===== src/rtl/instr_fetch_mem_pkg.sv =====
// Shared types and default constants for the instruction fetch memory.
// Parity option is selected in the top via INSTR_FETCH_MEM_PARITY_EN.
package instr_fetch_mem_pkg;

  typedef enum logic {
    IDLE = 1'b0,
    RUN  = 1'b1
  } fetch_state_t;

  localparam int DEF_DATA_W    = 32;
  localparam int DEF_ADDR_W    = 10;
  localparam int DEF_DEPTH     = 128;
  localparam int DEF_NUM_PROG  = 4;
  localparam int DEF_SLOT_SIZE = 32;

  // Zero word returned for out-of-slot fetches.
  localparam logic [DEF_DATA_W-1:0] NOP = '0;

  function automatic int idx_width(input int depth);
    return (depth > 1) ? $clog2(depth) : 1;
  endfunction

endpackage


===== src/rtl/instr_fetch_ram.sv =====
// Single-clock synchronous RAM, one read and one write port, read-first.
module instr_fetch_ram #(
  parameter int WIDTH = 32,
  parameter int DEPTH = 128,
  parameter int IDX_W = 7
) (
  input  logic             clock,
  input  logic             rd_en,
  input  logic [IDX_W-1:0] rd_addr,
  output logic [WIDTH-1:0] rd_data,
  input  logic             wr_en,
  input  logic [IDX_W-1:0] wr_addr,
  input  logic [WIDTH-1:0] wr_data
);

  logic [WIDTH-1:0] mem [DEPTH];

  // Read and write share one edge; the read samples the pre-write contents.
  always_ff @(posedge clock) begin
    if (rd_en) rd_data <= mem[rd_addr];
    if (wr_en) mem[wr_addr] <= wr_data;
  end

endmodule


===== src/rtl/instr_fetch_mem.sv =====
// Program-slot instruction fetch memory with loader port and IDLE/RUN control.
// Define INSTR_FETCH_MEM_PARITY_EN to add per-word even parity and parity_err.
module instr_fetch_mem
  import instr_fetch_mem_pkg::*;
#(
  parameter int DATA_W     = DEF_DATA_W,
  parameter int ADDR_W     = DEF_ADDR_W,
  parameter int DEPTH      = DEF_DEPTH,
  parameter int NUM_PROG   = DEF_NUM_PROG,
  parameter int SLOT_SIZE  = DEF_SLOT_SIZE,
  parameter int PROG_SEL_W = (NUM_PROG > 1) ? $clog2(NUM_PROG) : 1
) (
  input  logic                  clock,
  input  logic                  reset,
  input  logic [PROG_SEL_W-1:0] prog_sel,
  input  logic                  start,
  input  logic                  halt,
  input  logic                  fetch_req,
  input  logic [ADDR_W-1:0]     address,
  input  logic                  load_en,
  input  logic [ADDR_W-1:0]     load_addr,
  input  logic [DATA_W-1:0]     load_data,
  output logic [DATA_W-1:0]     instrucao,
  output logic                  instr_valid,
  output logic                  running,
  output logic                  addr_err,
`ifdef INSTR_FETCH_MEM_PARITY_EN
  output logic                  parity_err,
`endif
  output logic                  load_err
);

  localparam int IDX_W = idx_width(DEPTH);
`ifdef INSTR_FETCH_MEM_PARITY_EN
  localparam int MEM_W = DATA_W + 1;
`else
  localparam int MEM_W = DATA_W;
`endif

  fetch_state_t      state;
  logic [ADDR_W-1:0] base;
  logic              nop_sel;
  logic              fetch_ok;
  logic              in_slot;
  logic              load_ok;
  logic              rd_en;
  logic              wr_en;
  logic [ADDR_W-1:0] rd_addr_full;
  logic [ADDR_W-1:0] slot_base;
  logic [MEM_W-1:0]  ram_q;
  logic [MEM_W-1:0]  wr_word;
  logic              unused_addr_bits;

  assign fetch_ok     = (state == RUN) && fetch_req;
  assign in_slot      = 32'(address) < SLOT_SIZE;
  assign load_ok      = (state == IDLE) && (32'(load_addr) < DEPTH);
  assign rd_en        = fetch_ok && in_slot && !reset;
  assign wr_en        = load_en && load_ok;
  assign rd_addr_full = base + address;
  assign slot_base    = ADDR_W'(32'(prog_sel) * SLOT_SIZE);
  assign unused_addr_bits = ^rd_addr_full;

`ifdef INSTR_FETCH_MEM_PARITY_EN
  assign wr_word = {^load_data, load_data};
`else
  assign wr_word = load_data;
`endif

  instr_fetch_ram #(
    .WIDTH (MEM_W),
    .DEPTH (DEPTH),
    .IDX_W (IDX_W)
  ) u_ram (
    .clock   (clock),
    .rd_en   (rd_en),
    .rd_addr (rd_addr_full[IDX_W-1:0]),
    .rd_data (ram_q),
    .wr_en   (wr_en),
    .wr_addr (load_addr[IDX_W-1:0]),
    .wr_data (wr_word)
  );

  // The RAM register only updates on in-slot fetches and nop_sel only on
  // accepted fetches, so instrucao holds between instr_valid pulses.
  assign instrucao = nop_sel ? DATA_W'(NOP) : ram_q[DATA_W-1:0];

`ifdef INSTR_FETCH_MEM_PARITY_EN
  assign parity_err = instr_valid && !nop_sel && (^ram_q);
`endif

  always_ff @(posedge clock) begin
    if (reset) begin
      state       <= IDLE;
      base        <= '0;
      nop_sel     <= 1'b1;
      instr_valid <= 1'b0;
      running     <= 1'b0;
      addr_err    <= 1'b0;
      load_err    <= 1'b0;
    end else begin
      instr_valid <= fetch_ok;
      addr_err    <= fetch_ok && !in_slot;
      load_err    <= load_en && !load_ok;
      if (fetch_ok) nop_sel <= !in_slot;
      case (state)
        IDLE: begin
          if (start && !halt) begin
            state   <= RUN;
            running <= 1'b1;
            base    <= slot_base;
          end
        end
        RUN: begin
          if (halt) begin
            state   <= IDLE;
            running <= 1'b0;
          end
        end
        default: begin
          state   <= IDLE;
          running <= 1'b0;
        end
      endcase
    end
  end

endmodule

===== config.mk =====
export PLATFORM = sky130hd
export DESIGN_NAME = instr_fetch_mem
export DESIGN_NICKNAME = d
export VERILOG_FILES = /design/src/rtl/instr_fetch_mem_pkg.sv /design/src/rtl/instr_fetch_ram.sv /design/src/rtl/instr_fetch_mem.sv
export SDC_FILE = /design/constraint.sdc
export NUM_CORES = 2
export LEC_CHECK = 0
export ABC_CLOCK_PERIOD_IN_PS = 5100
export BUFFER_PORTS_ARGS = -buffer_cell sky130_fd_sc_hd__buf_2
export CORE_MARGIN = 2
export CORE_UTILIZATION = 50
export DETAILED_ROUTE_END_ITERATION = 16
export PLACE_DENSITY = 0.74
export SETUP_SLACK_MARGIN = 0.02
export SKIP_LAST_GASP = 1
export SYNTH_ARGS = -nofsm -noshare
export SYNTH_HDL_FRONTEND = slang
export SYNTH_HIERARCHICAL = 1
export SYNTH_SLANG_ARGS = --single-unit

===== constraint.sdc =====
create_clock -name clock -period 5.1 [get_ports clock]
set_clock_uncertainty 0.1 [all_clocks]
set_input_delay 0.51 -clock clock [delete_from_list [all_inputs] [get_ports clock]]
set_output_delay 0.51 -clock clock [all_outputs]
set_load 0.02 [all_outputs]

==> metrics <==
H-tree depth reported by CTS 5; Die Ht 565 µm; net count after synthesis 6,118; required time of the critical path 5.56 ns; CP dominant cell by count buf_4; Finished Cell Area 0.178 mm²; Pleak 0.0545 µW; Fin. Hold Viols 0; post-synth top area cell edfxtp_1; CTS Buf Count 383; drt total wl 404,000 µm; filler cell count 21.1k; Tcrit/Tclk final 80.1%; Top FF cell, synth edfxtp_1; most numerous cell in the Yosys netlist edfxtp_1; largest net degree at the start of global routing 96; Seq cells post-synth 4,136; DRT iter0 DRCs 11.9k; Post-synth EDFFs 4,128; Tmin final 4.09 ns; initial antenna violation count 64; final global-route overflow total 0; crit-path cells nor4_2 -> and2_1 -> nand3_2 -> buf_4 -> nor2_4 -> buf_4; worst-path maximum fanout 17; status completed; Seq/Total Area, Yosys 79.0%; Max Slew Vio Count 0; # Max-Cap Violations 0; clock latency on the worst-skew pair 0.92 ns; Initial Util 50.3%; worst slew pin tran 1.07 ns; FF-to-FF path depth 6; Vias/cell 6.58; Commonest cells post-synth 4,128 x edfxtp_1, 1,344 x mux4_2, 182 x clkbuf_1, 124 x nor2_1, 82 x buf_2; crit path launch type register; Slowest-stage cell, CP and2_1; Final HPWL DP 225,000 µm; Clk pin slew, worst setup/hold paths 0.06 ns; Critical path buffers and inverters 2; max frequency 0.245 GHz; share of layout cells above drive strength 1 36.0%; setup tns final 0 ns; via count 72.6k; CP max stage delay 0.68 ns; worst endpoint data arrival time 4.55 ns; area growth from synthesis to layout 13.4%; clock tree buffer depth 4; top cells by area, synth edfxtp_1 79%, mux4_2 19%, clkbuf_1 0.43%; Detail Route Antenna Nets 0; Total GRT Usage 25.4%; DRT Pass-1 Iters 6; # rows 205; Port Buffers 95; critical path class reg2reg; root buf cell clkbuf_16; I/O pin cnt 96; layout net count 6,629; DRC violations left 0; WHS Path Cells 1; number of global-route vias before repair 73.7k; endpoint type of the worst setup path register; RSZ-0062 raised after global routing no; min-delay worst type in2reg; CTS tree yes; die width 565 µm; Levels on crit path 6; Worst slew margin 28.5%; first-pass GRT wire length 565,000 µm; clk sinks 4,136; FFs w/ async S/R, synth 0%; wire per inst 36.6 µm; Peak VDD IR 0.307 mV; synthesized instance count 6,057; Synth Warn # 6; synthesized cell area 0.157 mm²; Power Density 388 mW/mm²; Final setup viols 0; Post-Syn Area per Cell 25.9 µm²; critical path's top delay family simple AND/OR/NAND/NOR gates; die area 0.319 mm²; Yosys cell types 31; GP Congestion 0.853; Yosys top cell area share 78.9%; placed inst area 0.166 mm²; core box area 0.312 mm²
## registers in the layout, summed over array words and instances, names as in the netlist
name	flops
u_ram/mem	4096
u_ram/rd_data	32
base	2
addr_err	1
instr_valid	1
load_err	1
nop_sel	1
running	1
state	1
## kinds of logic (layout without fill, tap and decap cells)
group / count (synthesis) / after routing / synth area share, %
XOR/XNOR: 2 / 2 / 0.0111
AO/OA/AOI/OAI: 5 / 5 / 0.0271
other: 0 / 41 / 0
flip-flops: 4136 / 4136 / 79.0
adder cells (fa/ha/maj): 1 / 1 / 0.00796
AND/OR/NAND/NOR: 216 / 216 / 0.635
buffers and inverters: 319 / 1128 / 0.844
multiplexers: 1378 / 1378 / 19.5
## placed cells by master, fill, tap and decap left out, types with 2 or more instances in the layout
master         instances
nand2b_1               6
nand2_1               13
nor2b_1               39
nor3_2                 9
clkinv_1              87
mux4_2              1344
inv_6                  4
clkbuf_16            391
nand3_2                4
diode_2               41
buf_8                  3
clkinv_8               4
dlygate4sd3_1         16
inv_16                 3
clkinv_2              63
mux2i_1                2
clkinv_4              10
nand3_1                8
mux2_2                32
edfxtp_1            4128
clkbuf_1              69
buf_12                51
buf_4                316
nor2_4               119
nor2_1                 5
dfxtp_1                7
nor3_1                 2
nand4_1                3
buf_2                 58
bufinv_16             38
clkinvlp_4            14
## per-layer routing
metal | vias up | wire (µm) | global-route usage, %
met5 | - | 149 | 0
met4 | 24 | 15400 | 9.71
met3 | 697 | 53000 | 7.21
met2 | 5126 | 197000 | 40.4
met1 | 39140 | 139000 | 33.7
li1 | 27661 | - | -
## final cells by class
cell class	instances	area, µm²	area share (%)
Clock inverter	223	2140	1.20
Antenna cell	41	103	0.0576
Tap cell	4140	5180	2.91
Sequential cell	4136	124000	69.7
Multi-Input combinational cell	1602	32700	18.4
Timing Repair Buffer	445	3920	2.20
Clock buffer	460	10000	5.64
## power by group
group / internal [µW] / leakage [µW] / switching (µW)
clock network: 16000 / 0.00594 / 12300
logic: 1370 / 0.0114 / 2170
registers: 37400 / 0.0372 / 5.52
total: 54700 / 0.0545 / 14500
## stage by stage
step                      util, %  total power [µW]  std cells  setup WS [ns]  hold WS (ns)
after global placement       53.0             41500      10306          0.902         0.369
final                        57.0             69200      11047           1.01        0.0503
after detailed placement     53.1             41600      10307          0.863         0.412
after global routing         57.0             70700      11030           1.03        0.0736
after floorplan                 -             39900       6057          0.843         0.352
after CTS                    57.0             69400      11006           1.14       0.00919
## final timing paths
check | to | startpoint | slack, ns
worst max-delay path | u_ram/mem[109][31] | state | 1.01
worst min-delay path | u_ram/mem[33][6] | load_data[6] | 0.05
worst max register to register | u_ram/mem[109][31] | state | 1.01
worst min register to register | instr_valid | state | 0.56
## what timing repair did
item                                    in CTS  in global routing
gates resized for setup                      0                  0
buffers inserted                             0                  0
hold buffers                                16                  0
hold endpoints to repair                     8                  0
endpoints found under the setup margin       0                  0
(Power assumes the default switching activity.)
